## src/rtl/conv_pkg.sv

```systemverilog
// ----------------------------------------------------------------------------
// conv_pkg
// Shared definitions for the coefficient byte packer.
//   D_W_BITS   : width of the runtime coefficient-width field d
//   pk_state_t : packer frame state (idle / accepting coefficients / draining)
// ----------------------------------------------------------------------------
package conv_pkg;

    localparam int D_W_BITS = 4;

    typedef enum logic [1:0] {
        PK_IDLE,
        PK_RUN,
        PK_FLUSH
    } pk_state_t;

endpackage

```

## src/rtl/coeff_byte_packer_bits2bytes.sv

```systemverilog
// ----------------------------------------------------------------------------
// bits2bytes
// Slices a flat little-endian bit vector into bytes: bytes[k] = bits[8k+7:8k].
// Ports:
//   bits   in   N_BYTES*8   flat stream bits, bit 0 first
//   bytes  out  N_BYTES x 8 byte view of the same bits
// ----------------------------------------------------------------------------
module bits2bytes #(
    parameter int N_BYTES = 4
) (
    input  logic [N_BYTES*8-1:0]   bits,
    output logic [N_BYTES-1:0][7:0] bytes
);

    for (genvar k = 0; k < N_BYTES; k++) begin : g_byte
        assign bytes[k] = bits[8*k +: 8];
    end

endmodule

```

## src/rtl/coeff_byte_packer.sv

```systemverilog
// ----------------------------------------------------------------------------
// coeff_byte_packer
// Streaming ByteEncode_d front end. Accepts one d-bit coefficient per beat,
// packs coefficients LSB-first into a contiguous bit stream and emits
// OUT_BYTES bytes per output beat. d is chosen per frame (1..D_MAX).
//
// Optional feature macro: COEFF_BYTE_PACKER_RANGE_CHECK_EN
//   defined   : range_err_o sets (sticky) when an accepted coefficient has
//               bits set above bit d-1; cleared by rst_i or accepted start_i.
//   undefined : range_err_o tied 0.
//   Packing always masks the coefficient to d bits.
//
// Ports:
//   clk_i, rst_i    clock, synchronous active-high reset
//   start_i, d_i    frame start (IDLE only) and coefficient width for the frame
//   coeff_i         coefficient, bits [d-1:0] packed
//   coeff_valid_i / coeff_ready_o   input handshake
//   bytes_o         packed beat, bytes_o[k] = stream bits [8k+7:8k]
//   out_valid_o / out_ready_i       output handshake (held stable while stalled)
//   out_last_o      final beat of the frame
//   busy_o          frame in progress
//   err_o           one-cycle pulse on start_i with illegal d_i
//   range_err_o     sticky coefficient range error (see above)
// ----------------------------------------------------------------------------
module coeff_byte_packer
    import conv_pkg::*;
#(
    parameter int D_MAX     = 12,
    parameter int OUT_BYTES = 4,
    parameter int N_COEFFS  = 256
) (
    input  logic                      clk_i,
    input  logic                      rst_i,
    input  logic                      start_i,
    input  logic [D_W_BITS-1:0]       d_i,
    input  logic [D_MAX-1:0]          coeff_i,
    input  logic                      coeff_valid_i,
    output logic                      coeff_ready_o,
    output logic [OUT_BYTES-1:0][7:0] bytes_o,
    output logic                      out_valid_o,
    input  logic                      out_ready_i,
    output logic                      out_last_o,
    output logic                      busy_o,
    output logic                      err_o,
    output logic                      range_err_o
);

    localparam int W      = OUT_BYTES * 8;
    localparam int ACC_W  = W + D_MAX - 1;
    // Wide enough to hold fill + d without wrapping in the ready compare.
    localparam int FILL_W = $clog2(ACC_W + D_MAX + 1);
    localparam int CNT_W  = $clog2(N_COEFFS + 1);

    pk_state_t           state;
    logic [ACC_W-1:0]    acc;
    logic [FILL_W-1:0]   fill;
    logic [D_W_BITS-1:0] d_reg;
    logic [CNT_W-1:0]    cnt;
    logic                err_q;

    logic                start_ok;
    logic                in_fire;
    logic                out_fire;
    logic [ACC_W-1:0]    coeff_masked;
    logic [ACC_W-1:0]    acc_shift;
    logic [FILL_W-1:0]   fill_shift;
    logic [ACC_W-1:0]    acc_next;
    logic [FILL_W-1:0]   fill_next;

    assign start_ok = (d_i != '0) && (d_i <= D_W_BITS'(D_MAX));

    // Ready uses the registered fill so it never depends on out_ready_i.
    assign coeff_ready_o = (state == PK_RUN) &&
                           ((fill + FILL_W'(d_reg)) <= FILL_W'(ACC_W));
    assign out_valid_o   = (fill >= FILL_W'(W)) || ((state == PK_FLUSH) && (fill != '0));
    assign out_last_o    = out_valid_o && (state == PK_FLUSH) && (fill <= FILL_W'(W));
    assign busy_o        = (state != PK_IDLE);
    assign err_o         = err_q;

    assign in_fire  = coeff_valid_i && coeff_ready_o;
    assign out_fire = out_valid_o && out_ready_i;

    // Bits above fill are always zero, so a shift-out leaves a clean
    // accumulator and a partial flush beat is zero-padded for free.
    always_comb begin
        coeff_masked = ACC_W'(coeff_i) & ((ACC_W'(1) << d_reg) - ACC_W'(1));
        acc_shift    = acc;
        fill_shift   = fill;
        if (out_fire) begin
            acc_shift  = acc >> W;
            fill_shift = (fill >= FILL_W'(W)) ? (fill - FILL_W'(W)) : '0;
        end
        acc_next  = acc_shift;
        fill_next = fill_shift;
        if (in_fire) begin
            acc_next  = acc_shift | (coeff_masked << fill_shift);
            fill_next = fill_shift + FILL_W'(d_reg);
        end
    end

    always_ff @(posedge clk_i) begin
        if (rst_i) begin
            state <= PK_IDLE;
            acc   <= '0;
            fill  <= '0;
            d_reg <= '0;
            cnt   <= '0;
            err_q <= 1'b0;
        end else begin
            err_q <= 1'b0;
            acc   <= acc_next;
            fill  <= fill_next;
            case (state)
                PK_IDLE: begin
                    if (start_i) begin
                        if (start_ok) begin
                            state <= PK_RUN;
                            d_reg <= d_i;
                            cnt   <= '0;
                            acc   <= '0;
                            fill  <= '0;
                        end else begin
                            err_q <= 1'b1;
                        end
                    end
                end
                PK_RUN: begin
                    if (in_fire) begin
                        cnt <= cnt + CNT_W'(1);
                        if (cnt == CNT_W'(N_COEFFS - 1)) begin
                            state <= PK_FLUSH;
                        end
                    end
                end
                PK_FLUSH: begin
                    if ((out_fire && out_last_o) || (fill == '0)) begin
                        state <= PK_IDLE;
                    end
                end
                default: state <= PK_IDLE;
            endcase
        end
    end

`ifdef COEFF_BYTE_PACKER_RANGE_CHECK_EN
    logic range_q;

    always_ff @(posedge clk_i) begin
        if (rst_i) begin
            range_q <= 1'b0;
        end else if ((state == PK_IDLE) && start_i && start_ok) begin
            range_q <= 1'b0;
        end else if (in_fire && ((coeff_i >> d_reg) != '0)) begin
            range_q <= 1'b1;
        end
    end

    assign range_err_o = range_q;
`else
    assign range_err_o = 1'b0;
`endif

    bits2bytes #(.N_BYTES(OUT_BYTES)) u_bits2bytes (
        .bits  (acc[W-1:0]),
        .bytes (bytes_o)
    );

endmodule

```

## config.mk

```make
export PLATFORM = sky130hd
export DESIGN_NAME = coeff_byte_packer
export DESIGN_NICKNAME = d
export VERILOG_FILES = /design/src/rtl/conv_pkg.sv /design/src/rtl/coeff_byte_packer_bits2bytes.sv /design/src/rtl/coeff_byte_packer.sv
export SDC_FILE = /design/constraint.sdc
export NUM_CORES = 1
export LEC_CHECK = 0
export BUFFER_PORTS_ARGS = -buffer_cell sky130_fd_sc_hd__buf_2
export CORE_ASPECT_RATIO = 0.9
export CORE_MARGIN = 2
export CORE_UTILIZATION = 55
export CTS_BUF_LIST = sky130_fd_sc_hd__clkbuf_2
export DETAILED_ROUTE_END_ITERATION = 6
export GPL_TIMING_DRIVEN = 0
export PLACE_DENSITY = 0.77
export SYNTH_ARGS = -nofsm -noshare
export SYNTH_HDL_FRONTEND = slang
export SYNTH_SLANG_ARGS = --single-unit
```

## constraint.sdc

```tcl
create_clock -name clk_i -period 3.2 [get_ports clk_i]
set_input_delay 0.16 -clock clk_i [delete_from_list [all_inputs] [get_ports clk_i]]
set_output_delay 0.16 -clock clk_i [all_outputs]
set_load 0.05 [all_outputs]
```

After elaboration in Yosys (flattened, before gate mapping)
Index checks and enable logic that the tools add are counted.
- bits in registers: 65
- bits of input ports: 21
- output and inout bits: 38
- add/subtract/negate cells: 5
- reduce and logical (&&, ||, !) cells: 20
- bitwise gates (word level): 4
- order comparisons: 4
- multiplexer cells: 22
- equality and inequality tests: 8
- shift-type cells: 2
- operator list (kind ; number):
    2-to-1 mux 43 bit ; 5
    AND 12 x 43 -> 43 bit ; 1
    OR 43 bit ; 1
    << shifter 1 x 4 -> 43 bit, first input constant ; 1
    << shifter 43 x 6 -> 43 bit ; 1
    subtractor 43 x 1 -> 43 bit, second input constant ; 1
    2-to-1 mux 6 bit ; 6
    2-to-1 mux 9 bit ; 3
    one-hot mux 9 bit (2 select lines) ; 1
    adder 6 x 4 -> 6 bit ; 2
    less-or-equal comparator 6 bit, second input constant ; 2
    2-to-1 mux 2 bit ; 5
    adder 9 x 1 -> 9 bit, second input constant ; 1
    == test 9 x 8 -> 1 bit, second input constant ; 1
    logical AND 1 bit ; 8
    greater-or-equal comparator 6 bit, second input constant ; 1
    logical NOT 6 bit ; 1
    inequality test 2 bit, second input constant ; 3
    one-hot mux 2 bit (3 select lines) ; 1
    nonzero test 6 bit ; 1
    subtractor 6 bit, second input constant ; 1
    AND reduction 5 bit ; 1
    less-or-equal comparator 4 bit, second input constant ; 1
    inequality test 2 x 1 -> 1 bit, second input constant ; 2
    11 further kinds ; 14

Logic depth before layout (Yosys ltp)
Gate-level depths: netlist (run 1).
- depth after elaboration: 11
- mapped depth: 13

Hierarchy
From an unflattened synthesis (run 1), not the netlist that was laid out.
- cell total of the unflattened synthesis: 551
- area, all modules: 4430.5 sq um
- modules (own cells, without submodules) (module ; instances ; seq. area each (sq um) ; area an instance (sq um) ; cells each):
    coeff_byte_packer ; 1 ; 1301.2 ; 4190.3 ; 519
    bits2bytes ; 1 ; 0.0 ; 240.2 ; 32

Worst setup path after synthesis (run 1)
No wires, ideal clock.
- path kind: reg2reg
- from: register d_reg[3]
- to: register acc[38]
- setup time: 0.079 ns
- period minus slack after synthesis: 2.754 ns
- arrival: 2.675 ns
- cell stages (with the launch flop): 14
- path slack: 0.446 ns
- cells stage by stage: dfxtp_1 -> buf_6 -> clkbuf_1 -> inv_1 -> nand4_1 -> ha_1 -> clkbuf_1 -> o21ai_0 -> a211oi_1 -> o211ai_1 -> a32oi_1 -> mux2_2 -> nand4_1 -> o211ai_1
- word-level cells in the longest chain between the ends: 9
- RTL lines (what ; line ; RTL):
    from (decl) ; coeff_byte_packer.sv:57 ; logic [D_W_BITS-1:0] d_reg;
    from (signal assigned) ; coeff_byte_packer.sv:118 ; d_reg <= d_i;
    << shifter 1 x 4 -> 43 bit ; coeff_byte_packer.sv:86 ; coeff_masked = ACC_W'(coeff_i) & ((ACC_W'(1) << d_reg) - ACC_W'(1));
    subtractor 43 x 1 -> 43 bit ; coeff_byte_packer.sv:86 ;
    AND 12 x 43 -> 43 bit ; coeff_byte_packer.sv:86 ;
    << shifter 43 x 6 -> 43 bit ; coeff_byte_packer.sv:96 ; acc_next = acc_shift | (coeff_masked << fill_shift);
    OR 43 bit ; coeff_byte_packer.sv:96 ;
    2-to-1 mux 43 bit * ; coeff_byte_packer.sv:95 ; if (in_fire) begin
    2-to-1 mux 43 bit ; coeff_byte_packer.sv:116 ; if (start_ok) begin
    2-to-1 mux 43 bit ; coeff_byte_packer.sv:115 ; if (start_i) begin
    2-to-1 mux 43 bit * ; coeff_byte_packer.sv:113 ; case (state)
    to (signal assigned) ; coeff_byte_packer.sv:111 ; acc <= acc_next;
    to (decl) ; coeff_byte_packer.sv:55 ; logic [ACC_W-1:0] acc;
Every way passes the cells marked *; elsewhere a longest branch is shown, timed or not.
A chain may end at the register's enable or synchronous reset.

Worst setup path after layout (run 1)
- from: register d_reg[3]
- to: register acc[28]
Same word-level chain as after synthesis.

==> results of run 1 <==
==> routing by layer <==
metal	vias to the layer above	share of wire (%)	GRT usage [%]
li1	2195	-	-
met1	2185	44	44.4
met2	217	45	51.0
met3	24	9.0	7.11
met4	0	1.8	8.59
met5	-	0	0
==> cell usage after synthesis (6+ instances only) <==
cell / number / area [sq um]
nor2_1: 44 / 165
nand2b_1: 9 / 56.3
nand4_1: 13 / 81.3
a22oi_1: 11 / 82.6
a31oi_1: 7 / 43.8
nand2_1: 53 / 199
o2bb2ai_1: 8 / 70.1
a21oi_1: 36 / 180
buf_4: 34 / 255
ha_1: 11 / 138
dfxtp_1: 65 / 1300
xor2_1: 6 / 52.6
mux2i_1: 19 / 190
nor3_1: 6 / 30.0
a211oi_1: 7 / 52.6
buf_2: 13 / 65.1
o211ai_1: 11 / 82.6
o22ai_1: 11 / 68.8
a32oi_1: 7 / 61.3
and3_1: 9 / 56.3
clkbuf_1: 14 / 52.6
a21o_1: 8 / 60.1
o21ai_0: 20 / 100
inv_1: 17 / 63.8
nand3_1: 13 / 65.1
==> cell type report <==
class,instances,area (sq um),area share (%)
multi-input combinational,402,2720,52.5
clock buffer,9,45.0,0.870
tap,99,124,2.39
timing repair buffer,71,408,7.88
buffer,65,412,7.95
inverter,19,73.8,1.43
sequential,65,1320,25.4
clock inverter,7,82.6,1.59
==> worst reg2reg max path, cell delays in order, from the launching register on <==
cell and delay [ps]:
dfxtp_4 400, buf_6 130, clkbuf_4 200, inv_4 90, nand4_1 110, ha_2 230
buf_2 180, or4_1 420, a21oi_2 200, o211ai_1 170, buf_4 200, a31oi_1 170
o221a_2 280, nor2_1 70, o21ai_0 150
==> through the flow <==
stage / TNS, ps / power, W
after floorplan: 0 / 0.00106
after global placement: -6540 / 0.00115
after detailed placement: -9440 / 0.00115
after CTS: 0 / 0.00173
after global routing: -9.27 / 0.00182
final: 0 / 0.00175
==> worst paths after layout <==
| kind | from | endpoint | slack, ps | depth (start not counted) |
|---|---|---|---|---|
| min | coeff_valid_i | acc[39]$_SDFF_PP0_ | 110 | 5 |
| max | d_reg[3]$_SDFFE_PP0P_ | acc[28]$_SDFF_PP0_ | 130 | 14 |
| max reg2reg | d_reg[3]$_SDFFE_PP0P_ | acc[28]$_SDFF_PP0_ | 130 | 14 |
| min reg2reg | acc[31]$_SDFF_PP0_ | acc[31]$_SDFF_PP0_ | 450 | 2 |
==> cell families (layout without fill, tap and decap cells) <==
logic type      Yosys count  count (layout)  synth area share (%)
mux                      22              22                  5.05
flops                    65              65                  29.4
simple gates            183             183                  21.0
buf+inv                  84             171                  10.7
xor+xnor                 11              11                  2.17
other cells               1               1                0.0846
compound gates          171             171                  27.4
fa+ha+maj                14              14                  4.24
==> power groups by stage <==
stage	Sequential (W)	Clock [W]	Combinational (W)
after global routing	0.000832	0.000607	0.000379
after global placement	0.000847	0	0.000300
after detailed placement	0.000848	0	0.000306
final	0.000830	0.000564	0.000352
after CTS	0.000833	0.000567	0.000329
after floorplan	0.000845	0	0.000215
==> what timing repair did <==
action	in CTS	in global routing
resized for setup	14	19
buffers inserted	4	4
hold endpoints to repair	5	0
hold buffers	6	0
setup endpoints to repair	42	39
pin swaps	5	4
==> flow_metrics.py, run 1 <==
metrics = {
    "power_and_ir_drop": {
        "netSwitchingFraction_pct": 34.8,
        "leakagePower_nw": 2.27,
        "p_sw_w": 0.000607,
        "peakVddDrop_uv": 288,
        "p_per_area_nw_per_um2": 337,
        "p_int_w": 0.00114,
        "p_seq_share_pct": 47.5,
        "comb_power_share_pct": 20.2,
        "clockPowerShare_pct": 32.3,
    },
    "hold_path": {
        "min_path_type": "in -> reg",
    },
    "synthesis": {
        "async_flop_share_pct": 0,
        "synth_cell_types": 74,
        "synth_edf_count": 0,
        "yosys_warnings": 0,
        "syn_inst": 551,
        "synth_seq_cells": 65,
        "syn-num-nets": 585,
        "synth_area_sq_um": 4430,
        "synth-main-ff-cell": "dfxtp_1",
        "syn_area_per_cell_sq_um": 8.04,
        "ys_seq_area_share_pct": 29.4,
    },
    "timing": {
        "hold-worst-slack_ps": 111,
        "worst-slew-pin-transition_ps": 974,
        "relSlewSlack_pct": 34.6,
        "finalCritPeriodShare_pct": 95.8,
        "max_freq_mhz": 326,
        "maxSlewViolCount": 0,
        "clock_skew_ps": 30.2,
        "finalSetupViolations": 0,
        "finalCriticalPeriod_ps": 3070,
        "finalHoldViolations": 0,
        "worst_slack_ps": 134,
    },
    "setup_path": {
        "crit_type": "reg -> reg",
        "critPathMaxFanout": 10,
        "cpLargestDelayFamily": "compound AO/OA/AOI/OAI gates",
        "worst_setup_path_end_kind": "flip-flop",
        "cpPeakStageDelay_ps": 420,
        "worstPathRequired_ps": 3680,
        "crit_arrival_ps": 3540,
        "setup.worst_path.start_class": "flip-flop",
        "worst-path-buf-inv": 5,
        "cp_slowest_cell": "or4_1",
        "crit_chain": "buf_6 -> clkbuf_4 -> inv_4 -> nand4_1 -> ha_2 -> buf_2 -> or4_1 -> a21oi_2 -> o211ai_1 -> buf_4 -> a31oi_1 -> o221a_2 -> nor2_1 -> o21ai_0",
    },
    "floorplanning": {
        "ios": 59,
        "coreArea_sq_um": 7950,
        "dieArea_sq_um": 8790,
        "num_rows": 31,
        "start_util_pct": 55.7,
        "die_h_microns": 89.1,
        "die_x_microns": 98.6,
    },
    "global_route": {
        "grt_antenna_before_repair": 0,
        "grt_overflow": 0,
        "grt_usage_pct": 32.0,
        "grt_max_degree": 15,
        "grt_pass1_wl_microns": 22000,
        "grt_pass1_vias": 4197,
    },
    "final_layout": {
        "antennaDiodeCount": 0,
        "n_fill_cell": 705,
        "fin_util_pct": 65.1,
        "instances_no_fill": 737,
        "drive_gt1_share_pct": 27.0,
        "area_growth_pct": 16.9,
        "layout_commonest_cell": "buf_2",
        "nNetsFinal": 667,
        "final_cell_mix": "69 x buf_2, 61 x dfxtp_1, 53 x nand2_1, 44 x nor2_1, 42 x buf_4",
        "stdcell_area_sq_um": 5180,
        "largest_reg_flops": 43,
        "regMostFlops": "acc",
        "reg_top3": "acc (43), cnt (9), fill (6)",
    },
    "clock_tree": {
        "path_clk_slew_ps": 230,
        "cts_tree": "yes",
        "clock_latency_ps": 540,
        "clock_path_buffers": 2,
        "cts_made_buffers": 9,
        "htree_levels": 3,
        "cts-root-buf": "clkbuf_2",
        "clock_sinks": 65,
    },
    "detailed_routing": {
        "drtIter0Drc": 352,
        "post_drt_via_cell_ratio": 6.27,
        "firstDrtPassIters": 6,
        "routed_wirelength_microns": 13800,
        "wl_per_cell_microns": 18.8,
        "num_vias": 4621,
        "drc": 0,
        "detail-route-antenna-nets": 0,
    },
    "place": {
        "place_area_sq_um": 4840,
        "dpl.hpwl_microns": 10300,
        "place_inst": 707,
        "detailedPlace.worstSlack_ps": -520,
        "placement.io_buffers": 57,
        "place_congestion": 0.992,
    },
    "outcome": {
        "status": "completed",
    },
    "run": {
        "max-cap-violations": 0,
    },
}
(Power assumes the default switching activity.)
==> inputs of run 2 (changes only) <==
- CORE_UTILIZATION: 55 -> 35
- GPL_TIMING_DRIVEN: 0 -> 1
- MAX_ROUTING_LAYER: not set -> met4
- PLACE_DENSITY: 0.77 -> not set
==> run 2 against run 1 <==
Effect of this change: fmax is 1.1% higher; cell count is 2.7% higher; hold slack better by 11 ps; cell area is 4.7% lower; global-route usage is 11 points lower; register-to-register slack better by 96 ps; clock power is 13% lower; sequential power is 0.5% lower; wire length is 4.3% lower.
==> flow_metrics.py, run 2 (synthesis results as in run 1) <==
metrics = {
    "timing": {
        "grt_setup_unrepaired": "false",
        "relSlewSlack_pct": 43.7,
        "worst-slew-pin-transition_ps": 838,
        "max_freq_mhz": 330,
        "finalHoldViolations": 0,
        "finalCriticalPeriod_ps": 3030,
        "finalCritPeriodShare_pct": 94.8,
        "fin_tns_setup_ps": 0,
        "maxSlewViolCount": 0,
        "clock_skew_ps": 15.4,
        "finalSetupViolations": 0,
        "worst_slack_ps": 166,
    },
    "final_layout": {
        "fin_util_pct": 40.4,
        "drive_gt1_share_pct": 20.4,
        "instances_no_fill": 757,
        "reg_top3": "acc (43), cnt (9), fill (6)",
        "largest_reg_flops": 43,
        "n_fill_cell": 1271,
        "antennaDiodeCount": 0,
        "nNetsFinal": 626,
        "multi_input_area_sq_um": 2660,
        "regMostFlops": "acc",
        "area_growth_pct": 11.4,
        "final_cell_mix": "65 x dfxtp_1, 57 x buf_2, 53 x nand2_1, 44 x nor2_1, 36 x a21oi_1",
        "regArea_sq_um": 1300,
        "layout_commonest_cell": "dfxtp_1",
    },
    "clock_tree": {
        "cts-root-buf": "clkbuf_2",
        "cts_tree": "yes",
        "clock_latency_ps": 550,
        "cts_made_buffers": 9,
        "htree_levels": 3,
        "clock_sinks": 65,
        "clock_path_buffers": 2,
        "path_clk_slew_ps": 160,
    },
    "floorplanning": {
        "start_util_pct": 36.3,
        "dieArea_sq_um": 13600,
        "ios": 59,
        "die_h_microns": 111,
        "num_rows": 38,
        "die_x_microns": 123,
        "coreArea_sq_um": 12200,
    },
    "detailed_routing": {
        "routed_wirelength_microns": 13200,
        "post_drt_via_cell_ratio": 5.70,
        "firstDrtPassIters": 5,
        "wl_per_cell_microns": 17.5,
        "drtIter0Drc": 305,
        "drc": 0,
        "detail-route-antenna-nets": 0,
        "num_vias": 4315,
    },
    "setup_path": {
        "critPathMaxFanout": 6,
        "worstPathRequired_ps": 3040,
        "crit_arrival_ps": 2870,
        "setup.worst_path.start_class": "flip-flop",
        "crit_type": "reg -> out",
        "worst_setup_path_end_kind": "primary output",
    },
    "place": {
        "place_inst": 729,
        "dpl.hpwl_microns": 9920,
        "placement.io_buffers": 57,
        "place_congestion": 0.904,
        "detailedPlace.worstSlack_ps": 209,
    },
    "global_route": {
        "grt_antenna_before_repair": 0,
        "grt_pass1_vias": 4126,
        "grt_pass1_wl_microns": 21500,
        "grt_usage_pct": 20.8,
        "grt_overflow": 0,
        "grt_max_degree": 28,
    },
    "power_and_ir_drop": {
        "total_power_w": 0.00165,
        "peakVddDrop_uv": 229,
        "leakagePower_nw": 2.11,
        "p_per_area_nw_per_um2": 335,
    },
    "run": {
        "max-cap-violations": 0,
    },
    "hold_path": {
        "min_path_type": "in -> reg",
    },
    "outcome": {
        "status": "completed",
    },
}
==> run 2: final cells by class <==
type	count	area share, %
Tap cell	160	4.06
Inverter	19	1.45
Clock inverter	4	0.887
Sequential cell	65	26.4
Timing Repair Buffer	95	12.1
Multi-Input combinational cell	402	53.9
Clock buffer	12	1.22
==> run 2: power breakdown <==
group	switching, W	internal [W]
Clock	0.000306	0.000185
Sequential	0.00000757	0.000819
Combinational	0.000208	0.000127
Total	0.000522	0.00113
==> run 2: metal layers <==
layer  vias to the layer above  GRT usage, %  share of wire, %
li1                       2103             -                 -
met4                         0          6.59               2.2
met3                        22          4.48               5.9
met5                         -             -                 0
met2                       150          32.2                46
met1                      2040          27.0                46
==> run 2: worst paths after layout <==
check	depth (start not counted)	slack, ps	end	startpoint
setup reg to reg	11	230	acc[38]$_SDFF_PP0_	d_reg[0]$_SDFFE_PP0P_
setup / recovery	8	170	coeff_ready_o	d_reg[0]$_SDFFE_PP0P_
hold reg to reg	2	470	acc[27]$_SDFF_PP0_	acc[27]$_SDFF_PP0_
hold / removal	4	120	state[1]$_SDFFE_PP0P_	out_ready_i
==> run 2: worst max-delay path, stage by stage, from the launching register on <==
cell and delay (ps):
dfxtp_1 360, ha_1 230, fa_1 420, or3b_2 480, o221ai_1 160, a211o_1 200
and2_4 190, nor2_1 70, buf_2 210
==> run 2: stage by stage <==
step           hold WS [ps]  instance area, sq um
2_1_floorplan           286                  4430
3_3_place_gp            409                  4710
3_5_place_dp            427                  4710
4_1_cts                67.7                  4930
5_1_grt                 113                  4930
6_report                123                  4930
==> run 2: repair_timing <==
item	CTS	global route
buffers inserted	1	0
resized for setup	1	2
pin swaps	1	0
endpoints found under the setup margin	1	7
endpoints found under the hold margin	10	0
hold buffers	11	0
